### config.mk
export PLATFORM = sky130hd
export DESIGN_NAME = pid_controller
export DESIGN_NICKNAME = d
export VERILOG_FILES = /design/src/rtl/pid_pkg.sv /design/src/rtl/signed_clamp.sv /design/src/rtl/pid_controller.sv
export SDC_FILE = /design/constraint.sdc
export NUM_CORES = 2
export LEC_CHECK = 0
export CORE_MARGIN = 3
export CORE_UTILIZATION = 45
export DETAILED_ROUTE_END_ITERATION = 8
export PLACE_DENSITY = 0.66
export SETUP_SLACK_MARGIN = 0.05
export SYNTH_ARGS = -nofsm -noshare
export SYNTH_HDL_FRONTEND = slang
export SYNTH_SLANG_ARGS = --single-unit
### constraint.sdc
create_clock -name CLK -period 12 [get_ports CLK]
set_input_delay 1.8 -clock CLK [delete_from_list [all_inputs] [get_ports CLK]]
set_output_delay 1.8 -clock CLK [all_outputs]
set_load 0.05 [all_outputs]
### src/rtl/pid_pkg.sv
// Shared widths, control-mode codes, FSM encoding and limit helper for the PID stage.
package pid_pkg;

    localparam int unsigned DATA_W = 24;
    localparam int unsigned PROD_W = 48;
    localparam int unsigned SUM_W  = 50;

    localparam logic [7:0] MODE_POSITION     = 8'd0;
    localparam logic [7:0] MODE_VELOCITY     = 8'd1;
    localparam logic [7:0] MODE_DISPLACEMENT = 8'd2;
    localparam logic [7:0] MODE_DIRECT       = 8'd3;

    typedef enum logic [2:0] {
        S_IDLE,
        S_ERR,
        S_MUL_P,
        S_MUL_I,
        S_MUL_D,
        S_OUT
    } state_t;

    // Unsigned limit register -> positive magnitude; anything >= 2^23 pins at 2^23-1.
    function automatic logic [DATA_W-2:0] sat_mag(input logic [DATA_W-1:0] x);
        return x[DATA_W-1] ? '1 : x[DATA_W-2:0];
    endfunction

endpackage

### src/rtl/signed_clamp.sv
// Clamps a signed IN_W-bit value to +/-limit and returns it as a signed OUT_W-bit value.
module signed_clamp #(
    parameter int unsigned IN_W  = 25,
    parameter int unsigned OUT_W = 24
) (
    input  logic signed [IN_W-1:0]  value,
    input  logic        [OUT_W-2:0] limit,
    output logic signed [OUT_W-1:0] result
);

    logic signed [IN_W:0]    v_ext;
    logic signed [IN_W:0]    pos_lim;
    logic signed [IN_W:0]    neg_lim;
    logic signed [OUT_W-1:0] lim_out;

    assign v_ext   = {value[IN_W-1], value};
    assign pos_lim = {{(IN_W-OUT_W+2){1'b0}}, limit};
    assign neg_lim = -pos_lim;
    assign lim_out = {1'b0, limit};

    always_comb begin
        if (v_ext > pos_lim) begin
            result = lim_out;
        end else if (v_ext < neg_lim) begin
            result = -lim_out;
        end else begin
            result = value[OUT_W-1:0];
        end
    end

endmodule

### src/rtl/pid_controller.sv
// PID control law with one time-shared 24x24 multiplier, producing a clamped PWM command.
// Optional output slew limiting is enabled by defining PID_SLEW_LIMIT_EN.
module pid_controller
    import pid_pkg::*;
#(
    parameter int unsigned UPDATE_DIV = 16000,
    parameter int unsigned SLEW_STEP  = 8
) (
    input  logic                     CLK,
    input  logic                     reset,
    input  logic [7:0]               control_mode,
    input  logic signed [DATA_W-1:0] setpoint,
    input  logic signed [DATA_W-1:0] position,
    input  logic signed [DATA_W-1:0] displacement,
    input  logic signed [DATA_W-1:0] Kp,
    input  logic signed [DATA_W-1:0] Ki,
    input  logic signed [DATA_W-1:0] Kd,
    input  logic        [DATA_W-1:0] PWMLimit,
    input  logic        [DATA_W-1:0] IntegralLimit,
    input  logic        [DATA_W-1:0] deadband,
    output logic signed [DATA_W-1:0] pwm,
    output logic                     update_done,
    output logic                     busy
);

    localparam int unsigned PS_W = $clog2(UPDATE_DIV);
    localparam logic [DATA_W-2:0] MAX_MAG = '1;

    state_t state, state_next;

    logic [PS_W-1:0] presc;
    logic            tick;

    logic [7:0]               mode_r, last_mode;
    logic signed [DATA_W-1:0] sp_r, fb_r, kp_r, ki_r, kd_r;
    logic        [DATA_W-2:0] pwm_lim, int_lim;
    logic        [DATA_W-1:0] db_r;
    logic signed [DATA_W-1:0] prev_pos, err_r, derr_r, integral, prev_err;
    logic signed [PROD_W-1:0] prod_p, prod_i, prod_d, product;
    logic signed [DATA_W-1:0] mul_a, mul_b;
    logic signed [DATA_W-1:0] fb_sel;

    logic signed [DATA_W:0]   err_wide, int_wide, derr_wide;
    logic signed [DATA_W-1:0] err_sat, err_db, int_sat, derr_sat;
    logic        [DATA_W-1:0] err_abs;
    logic                     loop_mode, direct_mode;

    logic signed [SUM_W-1:0]  sum, out_in;
    logic signed [DATA_W-1:0] out_sat, pwm_new, pwm_next;

    // ---------------- update-rate prescaler ----------------
    assign tick = (presc == PS_W'(UPDATE_DIV - 1));

    always_ff @(posedge CLK) begin
        if (reset) begin
            presc <= '0;
        end else if (tick) begin
            presc <= '0;
        end else begin
            presc <= presc + PS_W'(1);
        end
    end

    // ---------------- FSM ----------------
    always_ff @(posedge CLK) begin
        if (reset) begin
            state <= S_IDLE;
        end else begin
            state <= state_next;
        end
    end

    always_comb begin
        state_next = state;
        case (state)
            S_IDLE:  if (tick) state_next = S_ERR;
            S_ERR:   state_next = S_MUL_P;
            S_MUL_P: state_next = S_MUL_I;
            S_MUL_I: state_next = S_MUL_D;
            S_MUL_D: state_next = S_OUT;
            S_OUT:   state_next = S_IDLE;
            default: state_next = S_IDLE;
        endcase
    end

    always_comb begin
        busy  = (state != S_IDLE);
        mul_a = '0;
        mul_b = '0;
        case (state)
            S_MUL_P: begin mul_a = kp_r; mul_b = err_r;    end
            S_MUL_I: begin mul_a = ki_r; mul_b = integral; end
            S_MUL_D: begin mul_a = kd_r; mul_b = derr_r;   end
            default: ;
        endcase
    end

    assign product = PROD_W'(mul_a) * PROD_W'(mul_b);

    // ---------------- combinational datapath ----------------
    always_comb begin
        case (control_mode)
            MODE_POSITION:     fb_sel = position;
            MODE_VELOCITY:     fb_sel = position - prev_pos;
            MODE_DISPLACEMENT: fb_sel = displacement;
            default:           fb_sel = '0;
        endcase
    end

    assign loop_mode   = (mode_r <= MODE_DISPLACEMENT);
    assign direct_mode = (mode_r == MODE_DIRECT);

    assign err_wide = {sp_r[DATA_W-1], sp_r} - {fb_r[DATA_W-1], fb_r};
    signed_clamp #(.IN_W(DATA_W+1), .OUT_W(DATA_W)) u_err_sat (
        .value(err_wide), .limit(MAX_MAG), .result(err_sat)
    );

    assign err_abs = err_sat[DATA_W-1] ? DATA_W'(-err_sat) : DATA_W'(err_sat);
    assign err_db  = (err_abs <= db_r) ? '0 : err_sat;

    assign int_wide = {integral[DATA_W-1], integral} + {err_db[DATA_W-1], err_db};
    signed_clamp #(.IN_W(DATA_W+1), .OUT_W(DATA_W)) u_int_sat (
        .value(int_wide), .limit(int_lim), .result(int_sat)
    );

    assign derr_wide = {err_db[DATA_W-1], err_db} - {prev_err[DATA_W-1], prev_err};
    signed_clamp #(.IN_W(DATA_W+1), .OUT_W(DATA_W)) u_derr_sat (
        .value(derr_wide), .limit(MAX_MAG), .result(derr_sat)
    );

    // Direct mode reuses the output clamp on the setpoint instead of the product sum.
    assign sum    = {{(SUM_W-PROD_W){prod_p[PROD_W-1]}}, prod_p}
                  + {{(SUM_W-PROD_W){prod_i[PROD_W-1]}}, prod_i}
                  + {{(SUM_W-PROD_W){prod_d[PROD_W-1]}}, prod_d};
    assign out_in = direct_mode ? {{(SUM_W-DATA_W){sp_r[DATA_W-1]}}, sp_r} : sum;
    signed_clamp #(.IN_W(SUM_W), .OUT_W(DATA_W)) u_out_clamp (
        .value(out_in), .limit(pwm_lim), .result(out_sat)
    );

    assign pwm_new = (loop_mode || direct_mode) ? out_sat : '0;

`ifdef PID_SLEW_LIMIT_EN
    logic signed [DATA_W:0]   slew_diff;
    logic signed [DATA_W-1:0] slew_delta;

    assign slew_diff = {pwm_new[DATA_W-1], pwm_new} - {pwm[DATA_W-1], pwm};
    signed_clamp #(.IN_W(DATA_W+1), .OUT_W(DATA_W)) u_slew_clamp (
        .value(slew_diff), .limit((DATA_W-1)'(SLEW_STEP)), .result(slew_delta)
    );
    assign pwm_next = pwm + slew_delta;
`else
    assign pwm_next = pwm_new;
`endif

    // ---------------- sequential datapath ----------------
    always_ff @(posedge CLK) begin
        if (reset) begin
            pwm         <= '0;
            update_done <= 1'b0;
            integral    <= '0;
            prev_err    <= '0;
            prev_pos    <= '0;
            last_mode   <= '0;
            mode_r      <= '0;
            sp_r        <= '0;
            fb_r        <= '0;
            kp_r        <= '0;
            ki_r        <= '0;
            kd_r        <= '0;
            pwm_lim     <= '0;
            int_lim     <= '0;
            db_r        <= '0;
            err_r       <= '0;
            derr_r      <= '0;
            prod_p      <= '0;
            prod_i      <= '0;
            prod_d      <= '0;
        end else begin
            update_done <= 1'b0;
            case (state)
                S_IDLE: if (tick) begin
                    mode_r   <= control_mode;
                    sp_r     <= setpoint;
                    fb_r     <= fb_sel;
                    kp_r     <= Kp;
                    ki_r     <= Ki;
                    kd_r     <= Kd;
                    pwm_lim  <= sat_mag(PWMLimit);
                    int_lim  <= sat_mag(IntegralLimit);
                    db_r     <= deadband;
                    prev_pos <= position;
                    if (control_mode != last_mode) begin
                        integral  <= '0;
                        prev_err  <= '0;
                        last_mode <= control_mode;
                    end
                end
                S_ERR: begin
                    err_r    <= err_db;
                    derr_r   <= derr_sat;
                    integral <= loop_mode ? int_sat : '0;
                    prev_err <= (loop_mode || direct_mode) ? err_db : '0;
                end
                S_MUL_P: prod_p <= product;
                S_MUL_I: prod_i <= product;
                S_MUL_D: prod_d <= product;
                S_OUT: begin
                    pwm         <= pwm_next;
                    update_done <= 1'b1;
                end
                default: ;
            endcase
        end
    end

endmodule

==> impl_metrics.prom <==
# TYPE chip_impl_metric gauge
chip_impl_metric{name="yosys_reg_bits",unit=""} 512
chip_impl_metric{name="final_max_slew_viol_count",unit=""} 0
chip_impl_metric{name="post-route-worst-setup-slack",unit="ns"} 0.825
chip_impl_metric{name="die_area",unit="sq mm"} 0.126
chip_impl_metric{name="tightestPinTransition",unit="ns"} 1.41
chip_impl_metric{name="globalplace.congestion",unit=""} 0.976
chip_impl_metric{name="finalHoldViolCount",unit=""} 0
chip_impl_metric{name="top_area_cell_type_share_of_the_netlist_area",unit="%"} 24.2
chip_impl_metric{name="total_nets_final",unit=""} 8128
chip_impl_metric{name="syn_area",unit="sq mm"} 0.0548
chip_impl_metric{name="final.setup.tns",unit="ns"} 0
chip_impl_metric{name="finalWirelength",unit="um"} 172000
chip_impl_metric{name="insertion_delay",unit="ns"} 0.68
chip_impl_metric{name="finalCoreUtilization",unit="%"} 51.1
chip_impl_metric{name="die-width",unit="um"} 355
chip_impl_info{name="hold_path.class",value="reg2reg"} 1
chip_impl_info{name="clockRootBuffer",value="sky130_fd_sc_hd__clkbuf_16"} 1
chip_impl_metric{name="edff_count_synth",unit=""} 0
chip_impl_info{name="leading_post_synthesis_cells_by_cell_area",value="sky130_fd_sc_hd__fa_1, sky130_fd_sc_hd__dfxtp_1, sky130_fd_sc_hd__ha_1"} 1
chip_impl_info{name="cts_tree",value="built"} 1
chip_impl_metric{name="timing.clock.skew",unit="ns"} 0.0344
chip_impl_info{name="worstReg2RegEnd",value="integral[2]$_SDFFE_PP0P_"} 1
chip_impl_info{name="most_used_dff_post_synth",value="sky130_fd_sc_hd__dfxtp_1"} 1
chip_impl_metric{name="syn-num-nets",unit=""} 8013
chip_impl_metric{name="grt_start_max_net_pins",unit=""} 189
chip_impl_metric{name="starting_utilization_of_the_core_area",unit="%"} 45.5
chip_impl_metric{name="detailedRoute.firstIterationViolations",unit=""} 3701
chip_impl_metric{name="max_slew_margin",unit="%"} 5.49
chip_impl_metric{name="setup.reg_to_reg.worst_slack",unit="ns"} 0.83
chip_impl_metric{name="core-area",unit="sq mm"} 0.120
chip_impl_metric{name="min_period_over_period",unit="%"} 93.1
chip_impl_info{name="min_to",value="ki_r[19]$_SDFFE_PP0P_"} 1
chip_impl_metric{name="finalSetupViolCount",unit=""} 0
chip_impl_metric{name="max_cap_violations",unit=""} 0
chip_impl_metric{name="grt.overflow.total",unit=""} 0
chip_impl_info{name="yosys.cell_count.top_type",value="sky130_fd_sc_hd__nand2_1"} 1
chip_impl_metric{name="dpl.hpwl",unit="um"} 137000
chip_impl_metric{name="routed-via-count",unit=""} 47179
chip_impl_metric{name="power.density",unit="mW/mm^2"} 63.1
chip_impl_info{name="critical_path_class",value="reg2reg"} 1
chip_impl_metric{name="drive_gt1_share",unit="%"} 4.94
chip_impl_metric{name="route.detailed.drc",unit=""} 0
chip_impl_metric{name="cts_num_sinks",unit=""} 512
chip_impl_metric{name="grt_pass1_vias",unit=""} 47534
chip_impl_metric{name="critical_path.max_fanout",unit=""} 23
chip_impl_info{name="synth.top_cells.by_count",value="sky130_fd_sc_hd__nand2_1, sky130_fd_sc_hd__inv_1, sky130_fd_sc_hd__fa_1"} 1
chip_impl_metric{name="worstHoldPathCells",unit=""} 2
chip_impl_metric{name="grt_first_pass_wirelength",unit="um"} 271000
chip_impl_info{name="worstSetupEndpointType",value="flip-flop"} 1
chip_impl_metric{name="dieHeight",unit="um"} 355
chip_impl_info{name="holdCritStartpoint",value="ki_r[19]$_SDFFE_PP0P_"} 1
chip_impl_info{name="yosys.area.top_type",value="sky130_fd_sc_hd__fa_1"} 1
chip_impl_metric{name="placement.setup.worst_slack",unit="ns"} 0.564
chip_impl_metric{name="ys_async_sr_fraction",unit="%"} 0
chip_impl_metric{name="fmax",unit="MHz"} 89.5
chip_impl_metric{name="syn2layout_area_growth",unit="%"} 12.2
chip_impl_metric{name="post-route-min-period",unit="ns"} 11.17
chip_impl_metric{name="antenna_found_initial",unit=""} 6
chip_impl_info{name="rsz_0062_raised_after_global_routing",value="no"} 1
chip_impl_info{name="rr_startpoint",value="fb_r[2]$_SDFFE_PP0P_"} 1
chip_impl_metric{name="drt_pre_antenna_iters",unit=""} 8
chip_impl_metric{name="average_detailed_routed_wire_length_per_instance",unit="um"} 20.3
chip_impl_metric{name="vias_per_cell",unit=""} 5.56
chip_impl_metric{name="antenna_left",unit=""} 0
chip_impl_metric{name="buffer_ports.inserted",unit=""} 251
chip_impl_metric{name="num_rows",unit=""} 127
chip_impl_metric{name="clkSlewWorstSetupHoldPaths",unit="ns"} 0.06
chip_impl_metric{name="clock_path_buffers",unit=""} 3
chip_impl_metric{name="max_stage_delay",unit="ns"} 0.52
chip_impl_metric{name="floorplan.io_pins",unit=""} 252
chip_impl_metric{name="worst_ir_drop_vdd",unit="mV"} 0.0947
chip_impl_info{name="status",value="finished, final reports clean"} 1
chip_impl_metric{name="synthCells",unit=""} 6706
chip_impl_metric{name="track_usage",unit="%"} 27.3
chip_impl_info{name="slowest_stage",value="sky130_fd_sc_hd__or4_1"} 1
chip_impl_metric{name="critPathArrivalTime",unit="ns"} 11.71
chip_impl_metric{name="cts_made_buffers",unit=""} 58
chip_impl_metric{name="worst_ep_required_time",unit="ns"} 12.54
chip_impl_metric{name="total_leakage_power",unit="nW"} 26.9
chip_impl_info{name="crit_path_start_kind",value="flip-flop"} 1
chip_impl_metric{name="synth.distinct_cells",unit=""} 96
chip_impl_info{name="largest_registers",value="prod_d (48), prod_i (48), prod_p (48)"} 1
chip_impl_metric{name="synth-seq-area-share",unit="%"} 18.7
chip_impl_metric{name="synth.avg_cell_area",unit="sq um"} 8.16
chip_impl_metric{name="worstRegToRegCells",unit=""} 50
chip_impl_metric{name="synthesis.yosys.warnings",unit=""} 0
chip_impl_metric{name="cts_h_tree_lvls",unit=""} 2
==> metal layers <==
layer / global-route usage (%) / wire length, um
met1: 36.1 / 72700
met2: 44.7 / 80300
met3: 4.51 / 11700
met4: 10.6 / 7500
met5: 0 / 13
==> timing repair <==
item,4_1_cts,5_1_grt
setup buffers,0,2
endpoints found under the setup margin,0,24
hold buffers,0,0
gates resized for setup,0,35
==> worst max-delay path, delay by kind of cell (launching register included) <==
family                     cells  cell delay (ns)
AOI/OAI and AO/OA             22             5.28
and+or+nand+nor               16             2.81
adders and majority gates      5             1.63
xor gates and xnor gates       2             0.24
buffers and inverters          5             0.74
DFF                            1             0.32
==> cells in the final DEF, fill, tap and decap left out, types with 77 or more instances in the layout <==
cell type and n:
sky130_fd_sc_hd__a211oi_1 98, sky130_fd_sc_hd__a21o_1 97, sky130_fd_sc_hd__a21oi_1 549, sky130_fd_sc_hd__buf_4 115, sky130_fd_sc_hd__clkdlybuf4s50_1 249, sky130_fd_sc_hd__dfxtp_1 511, sky130_fd_sc_hd__fa_1 661, sky130_fd_sc_hd__ha_1 420
sky130_fd_sc_hd__inv_1 834, sky130_fd_sc_hd__mux2i_1 143, sky130_fd_sc_hd__nand2_1 1216, sky130_fd_sc_hd__nand3_1 77, sky130_fd_sc_hd__nor2_1 477, sky130_fd_sc_hd__nor3_1 116, sky130_fd_sc_hd__o21ai_0 167, sky130_fd_sc_hd__xnor2_1 170
sky130_fd_sc_hd__xor2_1 86
==> worst max-delay path by stage <==
stage	start	to	slack, ns	depth (start not counted)
final	fb_r[2]$_SDFFE_PP0P_	integral[2]$_SDFFE_PP0P_	0.83	50
after CTS	sp_r[0]$_SDFFE_PP0P_	integral[3]$_SDFFE_PP0P_	0.46	55
after global routing	sp_r[0]$_SDFFE_PP0P_	integral[14]$_SDFFE_PP0P_	0.03	55
after detailed placement	sp_r[0]$_SDFFE_PP0P_	integral[3]$_SDFFE_PP0P_	0.56	55
after global placement	sp_r[0]$_SDFFE_PP0P_	integral[7]$_SDFFE_PP0P_	0.82	55
after floorplan	fb_r[15]$_SDFFE_PP0P_	integral[12]$_SDFFE_PP0P_	1.57	59
==> cell type report <==
cell class,instances,area (sq um)
clock buffer,78,1640
fill,11489,58800
tap,1612,2020
timing repair buffer,370,3450
clock inverter,30,507
multi-input combinational,5045,40400
sequential,512,10300
inverter,834,3130
antenna,5,12.5
==> kinds of logic after synthesis <==
group	count (synthesis)	synth area share, %
AOI/OAI and AO/OA	1317	15.1
xor gates and xnor gates	263	4.21
adders and majority gates	1087	33.9
buffers and inverters	1149	7.96
DFF	512	18.7
muxes	152	2.81
other	1	0.00685
and+or+nand+nor	2225	17.3
==> power breakdown <==
part	leakage (nW)	internal [W]	switching (W)
combinational	21.7	0.0000891	0.0000800
clock	1.04	0.00122	0.000791
sequential	4.12	0.00170	0.000000901
==> stage by stage <==
step | cells | total power, W | hold slack (ns) | cell area [sq um]
2_1_floorplan | 6706 | 0.00181 | 0.436 | 54800
3_3_place_gp | 8371 | 0.00191 | 0.441 | 59100
3_5_place_dp | 8371 | 0.00191 | 0.446 | 59100
4_1_cts | 8479 | 0.00391 | 0.454 | 61300
5_1_grt | 8484 | 0.00399 | 0.467 | 61400
6_report | 8486 | 0.00388 | 0.452 | 61500
Power figures use the tool's default switching activity.
